--- src/rtl/lsu_mem_ctrl_if.sv ---
// Core-side request/response handshake plus the word-addressed data memory port
// of the load/store unit, grouped so the LSU takes a single bundle.
interface lsu_mem_ctrl_if #(
  parameter int ADDR_W = 32,
  parameter int MEM_AW = 16
);
  logic              i_req_valid;
  logic              o_req_ready;
  logic [ADDR_W-1:0] i_req_addr;
  logic              i_req_we;
  logic [2:0]        i_req_funct3;
  logic [31:0]       i_req_wdata;
  logic              o_rsp_valid;
  logic [31:0]       o_rsp_rdata;
  logic              o_rsp_err;
  logic [MEM_AW-1:0] o_mem_addr;
  logic [31:0]       o_mem_wdata;
  logic [3:0]        o_mem_bmask;
  logic              o_mem_wren;
  logic [31:0]       i_mem_rdata;

  // LSU side
  modport slave (
    input  i_req_valid, i_req_addr, i_req_we, i_req_funct3, i_req_wdata, i_mem_rdata,
    output o_req_ready, o_rsp_valid, o_rsp_rdata, o_rsp_err,
           o_mem_addr, o_mem_wdata, o_mem_bmask, o_mem_wren
  );

  // core + memory side
  modport master (
    output i_req_valid, i_req_addr, i_req_we, i_req_funct3, i_req_wdata, i_mem_rdata,
    input  o_req_ready, o_rsp_valid, o_rsp_rdata, o_rsp_err,
           o_mem_addr, o_mem_wdata, o_mem_bmask, o_mem_wren
  );
endinterface

--- src/rtl/lsu_mem_ctrl.sv ---
// Load/store unit: turns byte-addressed RV32 loads/stores into one or two
// byte-masked word accesses, splitting misaligned ones, and extends load data.
module lsu_mem_ctrl #(
  parameter int ADDR_W    = 32,
  parameter int MEM_AW    = 16,
  parameter int MEM_DEPTH = 64000
) (
  input  logic          i_clk,
  input  logic          i_reset,
  lsu_mem_ctrl_if.slave bus
);

  typedef enum logic [1:0] {IDLE, ACC0, ACC1, RESP} state_e;

  state_e            state_q, state_d;
  logic [MEM_AW+1:0] addr_q, addr_d;
  logic              we_q, we_d;
  logic [2:0]        f3_q, f3_d;
  logic [31:0]       wdata_q, wdata_d;
  logic [31:0]       rd0_q, rd0_d, rd1_q, rd1_d;
  logic [31:0]       rsp_rdata_q, rsp_rdata_d;
  logic              rsp_err_q, rsp_err_d;

  function automatic logic [2:0] acc_size(input logic [1:0] f);
    case (f)
      2'b00:   acc_size = 3'd1;
      2'b01:   acc_size = 3'd2;
      default: acc_size = 3'd4;
    endcase
  endfunction

  // Accept-time checks on the raw request
  logic [2:0]        req_sz;
  logic              req_legal;
  logic [ADDR_W-2:0] last_word;
  logic              req_err;

  always_comb begin
    req_sz = acc_size(bus.i_req_funct3[1:0]);
    if (bus.i_req_we)
      req_legal = (bus.i_req_funct3 == 3'b000) || (bus.i_req_funct3 == 3'b001) ||
                  (bus.i_req_funct3 == 3'b010);
    else
      req_legal = (bus.i_req_funct3 == 3'b000) || (bus.i_req_funct3 == 3'b001) ||
                  (bus.i_req_funct3 == 3'b010) || (bus.i_req_funct3 == 3'b100) ||
                  (bus.i_req_funct3 == 3'b101);
    // one extra bit so an access near the top of the address space cannot wrap
    last_word = (ADDR_W-1)'(({1'b0, bus.i_req_addr} + (ADDR_W+1)'(req_sz - 3'd1)) >> 2);
    req_err   = !req_legal || (last_word >= (ADDR_W-1)'(MEM_DEPTH));
  end

  // Lane placement derived from the captured request
  logic [2:0]        sz;
  logic [1:0]        off;
  logic [7:0]        m8;
  logic [63:0]       w64;
  logic              split;
  logic [MEM_AW-1:0] word_addr;

  always_comb begin
    sz        = acc_size(f3_q[1:0]);
    off       = addr_q[1:0];
    case (sz)
      3'd1:    m8 = 8'h01 << off;
      3'd2:    m8 = 8'h03 << off;
      default: m8 = 8'h0F << off;
    endcase
    w64       = {32'b0, wdata_q} << {off, 3'b000};
    split     = ({1'b0, off} + sz) > 3'd4;
    word_addr = addr_q[MEM_AW+1:2];
  end

  // Load data as it will look once the current access is captured
  logic [31:0] rd_lo, rd_hi, r, load_data;

  always_comb begin
    rd_lo = (state_q == ACC0) ? bus.i_mem_rdata : rd0_q;
    rd_hi = (state_q == ACC1) ? bus.i_mem_rdata : rd1_q;
    r     = 32'({rd_hi, rd_lo} >> {off, 3'b000});
    case (f3_q)
      3'b000:  load_data = {{24{r[7]}},  r[7:0]};
      3'b001:  load_data = {{16{r[15]}}, r[15:0]};
      3'b100:  load_data = {24'b0, r[7:0]};
      3'b101:  load_data = {16'b0, r[15:0]};
      default: load_data = r;
    endcase
    if (we_q) load_data = '0;
  end

  always_comb begin
    state_d         = state_q;
    addr_d          = addr_q;
    we_d            = we_q;
    f3_d            = f3_q;
    wdata_d         = wdata_q;
    rd0_d           = rd0_q;
    rd1_d           = rd1_q;
    rsp_rdata_d     = '0;
    rsp_err_d       = 1'b0;
    bus.o_mem_addr  = '0;
    bus.o_mem_bmask = '0;
    bus.o_mem_wdata = '0;
    bus.o_mem_wren  = 1'b0;
    case (state_q)
      IDLE: if (bus.i_req_valid) begin
        addr_d  = bus.i_req_addr[MEM_AW+1:0];
        we_d    = bus.i_req_we;
        f3_d    = bus.i_req_funct3;
        wdata_d = bus.i_req_wdata;
        rd0_d   = '0;
        rd1_d   = '0;
        if (req_err) begin
          state_d   = RESP;
          rsp_err_d = 1'b1;
        end else begin
          state_d   = ACC0;
        end
      end
      ACC0: begin
        bus.o_mem_addr  = word_addr;
        bus.o_mem_bmask = m8[3:0];
        bus.o_mem_wdata = w64[31:0];
        bus.o_mem_wren  = we_q;
        rd0_d           = bus.i_mem_rdata;
        if (split) begin
          state_d     = ACC1;
        end else begin
          state_d     = RESP;
          rsp_rdata_d = load_data;
        end
      end
      ACC1: begin
        bus.o_mem_addr  = word_addr + MEM_AW'(1);
        bus.o_mem_bmask = m8[7:4];
        bus.o_mem_wdata = w64[63:32];
        bus.o_mem_wren  = we_q;
        rd1_d           = bus.i_mem_rdata;
        state_d         = RESP;
        rsp_rdata_d     = load_data;
      end
      default: state_d = IDLE;
    endcase
  end

  always_ff @(posedge i_clk or posedge i_reset) begin
    if (i_reset) begin
      state_q     <= IDLE;
      addr_q      <= '0;
      we_q        <= 1'b0;
      f3_q        <= '0;
      wdata_q     <= '0;
      rd0_q       <= '0;
      rd1_q       <= '0;
      rsp_rdata_q <= '0;
      rsp_err_q   <= 1'b0;
    end else begin
      state_q     <= state_d;
      addr_q      <= addr_d;
      we_q        <= we_d;
      f3_q        <= f3_d;
      wdata_q     <= wdata_d;
      rd0_q       <= rd0_d;
      rd1_q       <= rd1_d;
      rsp_rdata_q <= rsp_rdata_d;
      rsp_err_q   <= rsp_err_d;
    end
  end

  assign bus.o_req_ready = (state_q == IDLE);
  assign bus.o_rsp_valid = (state_q == RESP);
  assign bus.o_rsp_rdata = rsp_rdata_q;
  assign bus.o_rsp_err   = rsp_err_q;

endmodule

--- src/flat_wrapper.sv ---
// flat-port wrapper written by rule: the top's interface ports become plain ports
module lsu_mem_ctrl_flat 
#(
  parameter int ADDR_W    = 32,
  parameter int MEM_AW    = 16,
  parameter int MEM_DEPTH = 64000
)
  (i_clk, i_reset, bus_i_req_valid, bus_i_req_addr, bus_i_req_we, bus_i_req_funct3, bus_i_req_wdata, bus_i_mem_rdata, bus_o_req_ready, bus_o_rsp_valid, bus_o_rsp_rdata, bus_o_rsp_err, bus_o_mem_addr, bus_o_mem_wdata, bus_o_mem_bmask, bus_o_mem_wren);
  lsu_mem_ctrl_if #(.ADDR_W(ADDR_W), .MEM_AW(MEM_AW)) bus_i ();
  input  logic i_clk;
  input  logic i_reset;
  input wire logic [$bits(bus_i.i_req_valid)-1:0] bus_i_req_valid;
  input wire logic [$bits(bus_i.i_req_addr)-1:0] bus_i_req_addr;
  input wire logic [$bits(bus_i.i_req_we)-1:0] bus_i_req_we;
  input wire logic [$bits(bus_i.i_req_funct3)-1:0] bus_i_req_funct3;
  input wire logic [$bits(bus_i.i_req_wdata)-1:0] bus_i_req_wdata;
  input wire logic [$bits(bus_i.i_mem_rdata)-1:0] bus_i_mem_rdata;
  output wire logic [$bits(bus_i.o_req_ready)-1:0] bus_o_req_ready;
  output wire logic [$bits(bus_i.o_rsp_valid)-1:0] bus_o_rsp_valid;
  output wire logic [$bits(bus_i.o_rsp_rdata)-1:0] bus_o_rsp_rdata;
  output wire logic [$bits(bus_i.o_rsp_err)-1:0] bus_o_rsp_err;
  output wire logic [$bits(bus_i.o_mem_addr)-1:0] bus_o_mem_addr;
  output wire logic [$bits(bus_i.o_mem_wdata)-1:0] bus_o_mem_wdata;
  output wire logic [$bits(bus_i.o_mem_bmask)-1:0] bus_o_mem_bmask;
  output wire logic [$bits(bus_i.o_mem_wren)-1:0] bus_o_mem_wren;
  assign bus_i.i_req_valid = bus_i_req_valid;
  assign bus_i.i_req_addr = bus_i_req_addr;
  assign bus_i.i_req_we = bus_i_req_we;
  assign bus_i.i_req_funct3 = bus_i_req_funct3;
  assign bus_i.i_req_wdata = bus_i_req_wdata;
  assign bus_i.i_mem_rdata = bus_i_mem_rdata;
  assign bus_o_req_ready = bus_i.o_req_ready;
  assign bus_o_rsp_valid = bus_i.o_rsp_valid;
  assign bus_o_rsp_rdata = bus_i.o_rsp_rdata;
  assign bus_o_rsp_err = bus_i.o_rsp_err;
  assign bus_o_mem_addr = bus_i.o_mem_addr;
  assign bus_o_mem_wdata = bus_i.o_mem_wdata;
  assign bus_o_mem_bmask = bus_i.o_mem_bmask;
  assign bus_o_mem_wren = bus_i.o_mem_wren;
  lsu_mem_ctrl #(.ADDR_W(ADDR_W), .MEM_AW(MEM_AW), .MEM_DEPTH(MEM_DEPTH)) u_core (.i_clk(i_clk), .i_reset(i_reset), .bus(bus_i));
endmodule
--- config.mk ---
export PLATFORM = sky130hd
export DESIGN_NAME = lsu_mem_ctrl_flat
export DESIGN_NICKNAME = d
export VERILOG_FILES = /design/src/rtl/lsu_mem_ctrl_if.sv /design/src/rtl/lsu_mem_ctrl.sv /design/src/flat_wrapper.sv
export SDC_FILE = /design/constraint.sdc
export NUM_CORES = 1
export LEC_CHECK = 0
export CAP_MARGIN = 10
export CELL_PAD_IN_SITES_DETAIL_PLACEMENT = 1
export CELL_PAD_IN_SITES_GLOBAL_PLACEMENT = 1
export CORE_MARGIN = 3
export CORE_UTILIZATION = 44
export DETAILED_ROUTE_END_ITERATION = 10
export PLACE_DENSITY = 0.89
export SLEW_MARGIN = 5
export SYNTH_ARGS = -nofsm -noshare
export SYNTH_HDL_FRONTEND = slang
export SYNTH_SLANG_ARGS = --single-unit
--- constraint.sdc ---
create_clock -name i_clk -period 8 [get_ports i_clk]
set_clock_uncertainty 0.1 [all_clocks]
set_input_delay 1.6 -clock i_clk [delete_from_list [all_inputs] [get_ports i_clk]]
set_output_delay 1.6 -clock i_clk [all_outputs]
set_load 0.02 [all_outputs]
==> results.txt, run 1 <==
* Startpoint types: flop
- Routability congestion estimate: 0.877
- Slowest stage cell, crit path: sky130_fd_sc_hd__nor2_1
* Clock share of power: roughly 15%
- Most used standard cells in the synthesized netlist: sky130_fd_sc_hd__dfrtp_1, sky130_fd_sc_hd__nand2_1, sky130_fd_sc_hd__a21oi_1
- Dominant cell by count in the synthesized netlist: sky130_fd_sc_hd__dfrtp_1
- Core Footprint: ~0.022 sq mm
- The number of placed instances, taps included, is 1472.
- Number of setup violations in the final report: 0
- Fraction of power spent switching nets: a little under half
- Of the cells placed in the final design, the portion with a size suffix greater than 1 is 11.4%.
- Number of port buffers: 190
* Critical Path, Cell by Cell: inv_1, ha_2, nand2_1, nor2_1, a222oi_1, nor2b_1, clkdlybuf4s50_1
- Root buffer cell: sky130_fd_sc_hd__clkbuf_16
* Total routed wirelength: 36.2 mm
* Path category of the worst min-delay check: flop to flop
- Via count of the first global-routing pass: 10300
- Clock Path Buffers: 2
* Count of TritonRoute iterations in the first routing pass: 6
- Crit-path max FO: 24
- After synthesis, the share of flip-flops with an asynchronous set or reset is 100%.
* Type of element capturing the critical path: output port
- Width of the chip: ~160 um
- RSZ-0062 raised after global routing: false
- On the worst path, the slowest cell contributes a delay of 860 ps.
* Number of antenna violations at the first check in global routing: 1
- Entering global routing, the biggest net connects slightly above 90 pins.
- Count of filler cells inserted in the layout: about 2500
- VDD sags by at most 0.234 mV.
- The worst pin sits at a relative slew slack of between 20% and 30%.
* Routed WL per cell: between 20 and 25 um
* Pleak: 5.25 nW
- Classification of the worst setup path: flop to output port
- Part of the total power dissipated in combinational logic: 58.7%
- Net total in the final layout: about 1400
- The count of nets left with antenna violations once routing finished came out at 0.
- Yosys top cell area share: 36.9%
- The die covers 0.0242 sq mm.
- First-pass GRT wire length: around 57 mm
* Global-route met1 utilization: 37.7%
- Data on the critical path is required at its endpoint by 6300 ps.
- Final Hold Fails: 0
- Synthesis warning total: 0
- Most used routing layer: met2
- Internal power: 2.77 mW
- Relative to the synthesized area, the layout overhead comes to 27.7%.
- Dominant register cell in the synthesized netlist: sky130_fd_sc_hd__dfrtp_1
* Net switching power of the design: 2.43 mW
* Reported max-cap violation count: 0
* Fraction of met2 tracks used by global routing: 50.1%
* Power Density: 415 mW/mm^2
* H-tree lvl count: 4
- In this run, CTS created clock tree buffers numbering 17.
- Once layout is complete, the cells apart from fillers number 1505.
- At the pin with the least slew margin, the transition time is 1170 ps.
- Sequential cells account for 26.6% of the total power.
* Flop and latch count out of synthesis: 145
* Synth top area cells: sky130_fd_sc_hd__dfrtp_1, sky130_fd_sc_hd__mux2_2, sky130_fd_sc_hd__mux2i_1
- Fraction of the cycle the final worst path needs: a little over two thirds
- Highest Clock Rate: approximately 0.18 GHz
- Summed over all instances, the cell type with the most area after synthesis is sky130_fd_sc_hd__dfrtp_1.
- The synthesized design contains 0 enable-type register cells.
* Row cnt: 54
- Number of standard cells after synthesis: 1039
- Number of max-slew violations in the final report: 0
* Post-CTS Hold Buffers: 0
- Clock tree synthesis found a total of 145 sinks.
- CP Data Arrival Time: 3930 ps
- After detailed routing, the number of vias per cell comes to 6.37.
- GRT Resource Usage Total: 29.8%
- Post-Synthesis Cell Area: slightly below 0.01 sq mm
- Part of the Yosys area used for sequential elements: 36.9%
- Global Route met3 Usage: 6.70%
* Minimum clock period: 5630 ps
* Insertion delay of the later-clocked pin in the worst-skew pair: 440 ps
- The flow ran to the end, and the final reports show no timing, DRC or antenna violations.
* Overflow after GRT: 0
- Post-DP HPWL: 24.8 mm
- Summed over all failing endpoints, the final setup total negative slack is 0 ps.
- Synthesized area per cell: roughly 9.5 sq um
* Resized cells post-CTS: 0
* Number of violations reported at the end of detailed-routing iteration 0: 724
- In this run the vertical extent of the chip is 155 um.
- Clock-pin slew was measured on the worst setup and hold paths at 60 ps.
* Top Ports: 191
- Number of distinct standard cells referenced by the synthesized netlist: 69
- Count of unresolved DRC violations after routing: 0
* Initial core utilization: about 45%
* Total vias in the final route: 9592
- CTS tree: built
- Number of buffers inserted by post-CTS setup repair: 0
==> metrics by stage <==
| step | worst slack, ps | total power [mW] | util, % | hold WS, ps | cell area, sq um |
|---|---|---|---|---|---|
| after floorplan | 2410 | 3.26 | - | 365 | 9930 |
| after global placement | 3030 | 4.21 | 54.8 | 382 | 12000 |
| after detailed placement | 2910 | 4.34 | 54.8 | 385 | 12000 |
| after CTS | 2420 | 5.17 | 57.3 | 404 | 12600 |
| after global routing | 2230 | 5.50 | 57.3 | 421 | 12600 |
| final | 2370 | 5.21 | 57.3 | 403 | 12600 |
==> logic make-up after synthesis <==
kind of cell	Yosys count	share of synthesized area, %
compound gates	329	23.5
xor+xnor	16	1.43
fa+ha+maj	38	4.91
buf+inv	85	3.35
flops	145	36.9
mux	144	16.5
other cells	1	0.0381
simple gates	281	13.4
==> power by group through the flow <==
stage,registers (mW),clock network [mW],logic (mW)
finish,1.39,0.763,3.06
global route,1.42,0.803,3.28
CTS,1.37,0.773,3.02
detailed placement,1.37,0,2.96
global placement,1.35,0,2.87
floorplan,1.30,0,1.97
==> placed cells by master, fill, tap and decap left out, types with 4 or more instances in the layout <==
cell type                         synthesis  layout
sky130_fd_sc_hd__clkdlybuf4s50_1          0     190
sky130_fd_sc_hd__dfrtp_1                145     143
sky130_fd_sc_hd__nand2_1                120     119
sky130_fd_sc_hd__a21oi_1                 73      73
sky130_fd_sc_hd__a22o_1                  69      69
sky130_fd_sc_hd__mux2_2                  67      67
sky130_fd_sc_hd__mux2i_1                 69      67
sky130_fd_sc_hd__nor2_1                  51      51
sky130_fd_sc_hd__o21ai_0                 50      50
sky130_fd_sc_hd__ha_1                    37      35
sky130_fd_sc_hd__conb_1                   1      28
sky130_fd_sc_hd__and2_1                  27      27
sky130_fd_sc_hd__nor2b_1                 26      26
sky130_fd_sc_hd__a31oi_1                 25      25
sky130_fd_sc_hd__a211oi_1                20      20
sky130_fd_sc_hd__nand3_1                 17      17
sky130_fd_sc_hd__clkbuf_16                0      17
sky130_fd_sc_hd__o22ai_1                 13      13
sky130_fd_sc_hd__xor2_1                  13      13
sky130_fd_sc_hd__inv_1                   11      10
sky130_fd_sc_hd__and3_1                  10      10
sky130_fd_sc_hd__nand4_1                  9       9
sky130_fd_sc_hd__buf_4                    1       9
sky130_fd_sc_hd__a222oi_1                 8       8
sky130_fd_sc_hd__o211ai_1                 7       7
sky130_fd_sc_hd__mux4_2                   7       7
sky130_fd_sc_hd__a221oi_1                 7       7
sky130_fd_sc_hd__o31ai_1                  6       6
sky130_fd_sc_hd__a22oi_1                  5       5
sky130_fd_sc_hd__nor3_1                   5       5
sky130_fd_sc_hd__o21a_1                   5       5
sky130_fd_sc_hd__o2111ai_1                5       5
sky130_fd_sc_hd__clkinvlp_4               0       5
sky130_fd_sc_hd__a32oi_1                  4       4
sky130_fd_sc_hd__o21ai_1                  4       4
sky130_fd_sc_hd__nor4_1                   4       4
sky130_fd_sc_hd__clkbuf_1                62       4
==> final cells by class <==
class	instances	area, sq um	share of cell area [%]
inverter	12	50.0	0.399
clock buffer	21	440	3.51
sequential	145	3630	28.9
tap	280	350	2.79
clock inverter	11	108	0.857
antenna	1	2.50	0.0199
multi-input combinational	836	6000	47.8
timing repair buffer	199	1970	15.7
==> state kept, by name, indices dropped and copies added, names as in the netlist <==
register / cells
u_core.bus.o_rsp_rdata: 32
u_core.rd0_q: 32
u_core.wdata_q: 32
u_core.rd1_q: 24
u_core.addr_q: 18
u_core.f3_q: 3
u_core.state_q: 2
u_core.bus.o_rsp_err: 1
u_core.we_q: 1
==> routing by layer <==
metal  routed length (um)  share of wire [%]
met1                14800                 41
met5                    0                  0
met2                17700                 49
met4                 1260                3.5
met3                 2460                6.8
==> path summary, 6_finish.rpt <==
| kind | from | endpoint | slack, ps | cells past startpoint |
|---|---|---|---|---|
| max reg2reg | u_core.f3_q[1] | u_core.bus.o_rsp_rdata[23] | 3710 | 11 |
| min in group asynchronous | i_reset | u_core.addr_q[12] | 1520 | 2 |
| min reg2reg | u_core.rd0_q[0] | u_core.rd0_q[0] | 400 | 1 |
| min | u_core.rd0_q[0] | u_core.rd0_q[0] | 400 | 1 |
| max in group asynchronous | i_reset | u_core.addr_q[0] | 4670 | 3 |
| max | u_core.state_q[1] | bus_o_mem_wdata[20] | 2370 | 7 |
==> worst max-delay path, delay by kind of cell, from the launching register on <==
kind,cells,cell delay (ps)
flip-flops,1,400
buffers and inverters,2,710
AO/OA/AOI/OAI,1,320
adder cells (fa/ha/maj),1,580
AND/OR/NAND/NOR,3,1460
No activity file was read; power rests on OpenSTA's default activity.
==> run 2: changes to the inputs <==
- CORE_UTILIZATION: 44 -> 40
- PLACE_DENSITY: 0.89 -> 0.82
- clock period: 8 -> 5.3 ns (I/O delays scaled with it)
==> run 2 against run 1 <==
Against the previous run: first-iteration DRC count down 26%; non-clock buffer count up 4; worst setup slack worse by 1800 ps; cell count up 2.8%; sequential share of layout area down 0.23 points; largest power group unchanged; highest routed layer unchanged; die area up 9.6%; total power up 50%; via count down 2.7%; critical path depth unchanged; flip-flop and latch count unchanged; clock-buffer cell count down 1.
==> results.txt, run 2 (synthesized netlist as in run 1, its figures left out) <==
* Run status: finished clean (unchanged)
- Final Power: 7.81 mW (was 5.21 mW)
* Worst IR Drop VDD: 0.314 mV (was 0.234 mV)
* Post-DP HPWL: 24.9 mm (was 24.8 mm)
- Overflow after GRT: 0 (unchanged)
- Avg Vias per Cell: 6.03 (was 6.37)
* RSZ-0062 raised after global routing: false (unchanged)
- Path category of the worst min-delay check: flop to flop (unchanged)
* Total area of multi-input combinational cells: 0.00599 sq mm (was 0.00600 sq mm)
* CP Data Arrival Time: 3530 ps (was 3930 ps)
- The total track usage was 26.1% (was 29.8%).
* Row cnt: 56 (was 54)
- The number of pins exceeding their max-slew limit in the final report is 0 (unchanged).
- The overall via count from detail_route came to 9333 (was 9592).
* Commonest non-fill, non-tap cell in the layout: sky130_fd_sc_hd__clkdlybuf4s50_1 (unchanged)
- Width of the chip: 163 um (was 155 um)
* Minimum clock period: 4690 ps
* Classification of the worst setup path: flop to output port (unchanged)
* First-pass GRT wire length: 54.9 mm (was 57.2 mm)
- The maximum clock path buffer count came to 2 (unchanged).
* Startpoint types: flop (unchanged)
- The depth of the CTS H-tree came to 4 (unchanged).
- The TritonCTS clock tree is built (unchanged).
* Fraction of layout cells with a size suffix above 1: 11.9% (was 11.4%)
- Routability congestion estimate: 0.883 (was 0.877)
* Crit-path max FO: 48 (was 24)
- The power per unit of standard cell area is 617 mW/mm^2 (was 415 mW/mm^2).
- The starting DRC count in detailed routing came to 536 (was 724).
* Resized cells post-CTS: 0 (unchanged)
- Core Footprint: 0.0238 sq mm (was 0.0219 sq mm)
* Number of port buffers: 190 (unchanged)
- Count of filler cells inserted in the layout: 2695 (was 2487)
- Fraction of the cycle the final worst path needs: between 80% and 90%
* Post-route setup slack: 612 ps (was 2370 ps)
* Number of antenna violations at the first check in global routing: 0 (was 1)
- Root buffer cell: sky130_fd_sc_hd__clkbuf_16 (unchanged)
- The slew of the pin with the lowest slew margin is 1170 ps (about the same).
- Largest net degree at the start of global routing: 96 (was 93)
* Area added between synthesis and finish: 28.7% (was 27.7%)
- The top-level I/O count was 191 (unchanged).
- Insertion delay of the later-clocked pin in the worst-skew pair: 430 ps (was 440 ps)
- The number of buffers inserted by post-CTS setup repair was 0 (unchanged).
* Post-CTS Hold Buffers: 0 (unchanged)
- Count of antenna diodes in the layout: 0 (was 1)
- The leakage dissipation came to 5.30 nW (was 5.25 nW).
- The normalized max-slew margin was 22.0% (was 21.6%).
* Initial core utilization: 41.3% (was 44.9%)
- Register area: 0.00363 sq mm (unchanged)
- Part of the total power dissipated in combinational logic: 58.0% (was 58.7%)
- Fraction of power spent switching nets: 46.0% (was 46.7%)
* Setup Slack @ Placement: 1130 ps (was 2910 ps)
* Via count of the first global-routing pass: 9832 (was 10300)
- The number of nets in the final layout is 1356 (was 1352).
* Number of buffers created by CTS: 17 (unchanged)
* Count of TritonRoute iterations in the first routing pass: 5 (was 6)
- Type of element capturing the critical path: output port (unchanged)
- The number of max-cap violations was 0 (unchanged).
- The remaining number of nets flagged by the antenna check after routing came to 0 (unchanged).
- Overall die height: 163 um (was 155 um)
* Final Hold Fails: 0 (unchanged)
- Highest Clock Rate: 0.213 GHz
* Internal power: 4.22 mW (was 2.77 mW)
- Fin Setup TNS: 0 ps (unchanged)
- The routed length per instance is 22.5 um (was 24.1 um).
* Total Die Area: 0.0265 sq mm (was 0.0242 sq mm)
* Sink Count: 145 (unchanged)
- The relative contribution of the clock network to total power came to 15.4% (was 14.7%).
- The detailed-route wire length is 34.9 mm (was 36.2 mm).
- Required time of the worst setup path: 4140 ps (was 6300 ps)
- The final count of negative-setup-slack endpoints was 0 (unchanged).
* Most frequent cells in the layout: sky130_fd_sc_hd__clkdlybuf4s50_1, sky130_fd_sc_hd__dfrtp_1, sky130_fd_sc_hd__nand2_1 (unchanged)
- The switching power total is 3.59 mW (was 2.43 mW).
* Clock-pin slew reported for the worst setup and hold paths after clock tree synthesis: 60 ps (about the same)
- Portion of total power attributed to sequential cells: 26.7% (was 26.6%)
- The remaining routing DRC violations was 0 (unchanged).
## run 2: layer usage
layer	track usage, %	share of wire, %
met3	5.54	5.6
met4	7.69	2.6
met5	0	0
met2	44.1	49
met1	33.8	43
## run 2: cell type report
type | count | share of cell area, %
Multi-Input combinational cell | 836 | 47.3
Timing Repair Buffer | 203 | 15.8
Sequential cell | 145 | 28.7
Inverter | 12 | 0.396
Clock buffer | 20 | 3.61
Clock inverter | 12 | 0.969
Tap cell | 319 | 3.15
## run 2: power by group through the flow
stage	combinational, mW	clock (mW)	sequential [mW]
finish	4.53	1.20	2.08
global route	4.87	1.27	2.14
CTS	4.51	1.21	2.06
detailed placement	4.45	0	2.07
global placement	4.32	0	2.04
floorplan	2.97	0	1.96
## run 2: path summary, 6_finish.rpt
kind	end	slack (ps)	depth (start not counted)	startpoint
max in group asynchronous	u_core.rd0_q[26]	3060	3	i_reset
min in group asynchronous	u_core.addr_q[15]	1090	2	i_reset
max	bus_o_mem_addr[11]	610	7	u_core.state_q[1]
min reg2reg	u_core.rd1_q[22]	400	1	u_core.rd1_q[22]
max reg2reg	u_core.bus.o_rsp_rdata[26]	1100	11	u_core.f3_q[1]
min	u_core.rd1_q[22]	400	1	u_core.rd1_q[22]
## run 2: worst max-delay path, stage by stage, from the launching register on
cell	delay [ps]
sky130_fd_sc_hd__dfrtp_1	400
sky130_fd_sc_hd__inv_1	110
sky130_fd_sc_hd__ha_2	210
sky130_fd_sc_hd__buf_4	540
sky130_fd_sc_hd__and2_1	720
sky130_fd_sc_hd__o21ai_0	260
sky130_fd_sc_hd__o41ai_1	150
sky130_fd_sc_hd__clkdlybuf4s50_1	700
## run 2: per-stage QoR
stage	cells	cell area (sq um)	util, %	hold slack (ps)
finish	1547	12700	53.1	404
global route	1547	12700	53.1	417
CTS	1547	12700	53.1	405
detailed placement	1515	12100	50.7	388
global placement	1515	12100	50.7	381
floorplan	1066	9930	-	365
==> run 3: changes to the inputs <==
- REMOVE_ABC_BUFFERS: default -> 1
==> run 3 against run 2 <==
Against the previous run: combinational power fell by 1%; cell count rose by 0.19%; total power fell by 0.16%; clock-buffer cell count fell by 3; clock power rose by 5%; critical path depth did not move; register-to-register slack improved by 370 ps; final area rose by 0.56%; via count fell by 0.23%; die area did not move; first-iteration DRC count fell by 13%; largest cell class unchanged.
==> results.txt, run 3 (synthesized netlist as in run 1, its figures left out) <==
* Core Footprint: 0.0238 sq mm (unchanged)
- The overall via count from detail_route came to 9312 (was 9333).
- The per-cell via count in the routed design is 6.01 (was 6.03).
- The die footprint came to 0.0265 sq mm (unchanged).
* Net total in the final layout: 1359 (was 1356)
- The top-level I/O count is 191 (unchanged).
* Run status: finished clean (unchanged)
- Layout Cell Area excl Fill: 0.0127 sq mm (about the same)
- RSZ-0062 raised after global routing: false (unchanged)
* CTS tree: built (unchanged)
- Setup Slack @ Placement: 1230 ps (was 1130 ps)
- The post-cts sizing count was 0 (unchanged).
- The number of max-cap violations was 0 (unchanged).
- Overflow after GRT: 0 (unchanged)
- Number of violations reported at the end of detailed-routing iteration 0: 468 (was 536)
- Root buffer cell: sky130_fd_sc_hd__clkbuf_16 (unchanged)
* Length in cells of the worst reg-to-reg path: 13 (was 11)
- The overall power was 7.80 mW (was 7.81 mW).
- The final count of negative-setup-slack endpoints was 0 (unchanged).
- Path category of the worst min-delay check: flop to flop (unchanged)
* Crit-path max FO: 23 (was 48)
* Clock share of power: 16.2% (was 15.4%)
* Total routed wirelength: 33.6 mm (was 34.9 mm)
* Overall die height: 163 um (unchanged)
* Max Used Layer: met4 (unchanged)
- The starting density of the core came to 41.3% (unchanged).
- Net switching power of the design: 3.53 mW (was 3.59 mW)
* Register area: 0.00363 sq mm (unchanged)
- The commonest non-fill, non-tap cell in the layout was sky130_fd_sc_hd__clkdlybuf4s50_1 (unchanged).
- Number of buffers created by CTS: 17 (unchanged)
- Post-placement cell count: 1518 (was 1515)
- Most frequent cells in the layout: sky130_fd_sc_hd__clkdlybuf4s50_1, sky130_fd_sc_hd__dfrtp_1, sky130_fd_sc_hd__nand2_1 (unchanged)
- Number of antenna-violating nets in the routed design: 0 (unchanged)
- Fraction of power spent switching nets: 45.2% (was 46.0%)
- The met2 layer wire length in the routed design came to 17.0 mm (was 16.9 mm).
* Pleak: 5.33 nW (was 5.30 nW)
- Number of cells in the finished layout apart from fillers: 1550 (was 1547)
* GRT Resource Usage Total: 25.1% (was 26.1%)
* Post-DP HPWL: 23.7 mm (was 24.9 mm)
* Part of the total power dissipated in combinational logic: 57.3% (was 58.0%)
* Clock Path Buffers: 2 (unchanged)
- Number of antenna violations at the first check in global routing: 0 (unchanged)
* Routability congestion estimate: 0.978 (was 0.883)
* Via count of the first global-routing pass: 9686 (was 9832)
* CP Data Arrival Time: 3350 ps (was 3530 ps)
* Number of buffers inserted by post-CTS setup repair: 0 (unchanged)
- The routed metal-1 wire length is 13.8 mm (was 15.1 mm).
* Routed wl met3: 1.92 mm (was 1.96 mm)
- The first-pass GRT wire length was 53.2 mm (was 54.9 mm).
- The share of cells above drive strength 1 was 12.2% (was 11.9%).
- Post-route setup slack: 788 ps (was 612 ps)
- Row cnt: 56 (unchanged)
* Actual transition at the worst max-transition pin: 1170 ps (about the same)
- Sink Count: 145 (unchanged)
- The quantity of I/O buffers inserted on ports came to 190 (unchanged).
- The normalized max-slew margin is 20.0% (was 22.0%).
- Largest net degree at the start of global routing: 92 (was 96)
* Portion of total power attributed to sequential cells: 26.5% (was 26.7%)
- Util after Layout: 53.4% (was 53.1%)
- Type of element capturing the critical path: output port (unchanged)
- Startpoint types: flop (unchanged)
- Power Density: 613 mW/mm^2 (was 617 mW/mm^2)
* Post-CTS Hold Buffers: 0 (unchanged)
- Clock-pin slew reported for the worst setup and hold paths after clock tree synthesis: 70 ps (was 60 ps)
- Count of TritonRoute iterations in the first routing pass: 8 (was 5)
- Worst IR Drop VDD: 0.334 mV (was 0.314 mV)
* Routed WL per cell: 21.7 um (was 22.5 um)
- The later-pin clock latency in the skew report was 430 ps (about the same).
* Internal power: 4.27 mW (was 4.22 mW)
* Total area of multi-input combinational cells: 0.00600 sq mm (was 0.00599 sq mm)
- The time the worst path needs with I/O delays and setup is 4510 ps (was 4690 ps).
- The number of diodes added for antenna fixing came to 0 (unchanged).
- Instance area after placement: 0.0121 sq mm (about the same)
- The number of cells traversed by the worst hold path was 1 (unchanged).
- The post-route setup TNS is 0 ps (unchanged).
* Width of the chip: 163 um (unchanged)
- The maximum achievable frequency is 0.222 GHz (was 0.213 GHz).
- The required time at the worst-slack endpoint was 4140 ps (about the same).
- The number of pins exceeding their max-slew limit in the final report was 0 (unchanged).
- Area added between synthesis and finish: 29.4% (was 28.7%)
* Count of unresolved DRC violations after routing: 0 (unchanged)
* Classification of the worst setup path: flop to output port (unchanged)
- Count of filler cells inserted in the layout: 2729 (was 2695)
- The fraction of the cycle the final worst path needs came to 85.1% (was 88.5%).
- The worst slack on hold paths was 399 ps (was 404 ps).
* Final Hold Fails: 0 (unchanged)
* H-tree lvl count: 4 (unchanged)
[run 3: cell count changes in the layout (fill, tap and decap cells not counted)]
cell / before / now
sky130_fd_sc_hd__clkbuf_1: 1 / 0
sky130_fd_sc_hd__inv_8: 0 / 4
sky130_fd_sc_hd__clkinvlp_4: 0 / 1
sky130_fd_sc_hd__clkbuf_8: 2 / 0
sky130_fd_sc_hd__mux2i_2: 2 / 1
sky130_fd_sc_hd__mux2i_4: 0 / 1
sky130_fd_sc_hd__buf_4: 13 / 16
sky130_fd_sc_hd__clkinv_4: 6 / 1
sky130_fd_sc_hd__clkinv_8: 0 / 2
sky130_fd_sc_hd__bufinv_16: 1 / 2
[run 3: area by class of cell]
cell class | count | area share [%]
multi-input combinational | 836 | 47.2
sequential | 145 | 28.6
timing repair buffer | 206 | 15.9
clock buffer | 17 | 3.34
tap | 319 | 3.14
clock inverter | 15 | 1.52
inverter | 12 | 0.393
[run 3: critical path, stage by stage (launching register included)]
cell,delay (ps)
sky130_fd_sc_hd__dfrtp_1,430
sky130_fd_sc_hd__inv_1,100
sky130_fd_sc_hd__ha_2,610
sky130_fd_sc_hd__nand2_1,440
sky130_fd_sc_hd__nor2_1,330
sky130_fd_sc_hd__nand2_1,90
sky130_fd_sc_hd__o21ai_0,260
sky130_fd_sc_hd__clkdlybuf4s50_1,660
[run 3: power groups by stage]
stage	Clock [mW]	Combinational, mW	Sequential, mW
floorplan	0	2.73	2.12
global placement	0	4.26	2.02
detailed placement	0	4.39	2.06
CTS	1.29	4.45	2.05
global route	1.34	4.82	2.13
finish	1.26	4.47	2.07
[run 3: worst paths after layout]
check                                             end  slack, ps               from
max in group asynchronous            u_core.addr_q[1]       3000            i_reset
min in group asynchronous           u_core.wdata_q[7]       1080            i_reset
min reg2reg                           u_core.rd0_q[4]        400    u_core.rd0_q[4]
max                                 bus_o_mem_addr[4]        790  u_core.state_q[0]
max reg2reg                u_core.bus.o_rsp_rdata[31]       1470  u_core.state_q[1]
min                                   u_core.rd0_q[4]        400    u_core.rd0_q[4]
[run 3: routing by layer]
metal,track usage (%),up-vias
met2,44.0,306
met4,8.30,0
met3,4.35,60
met5,0,-
li1,-,4236
met1,31.4,4710
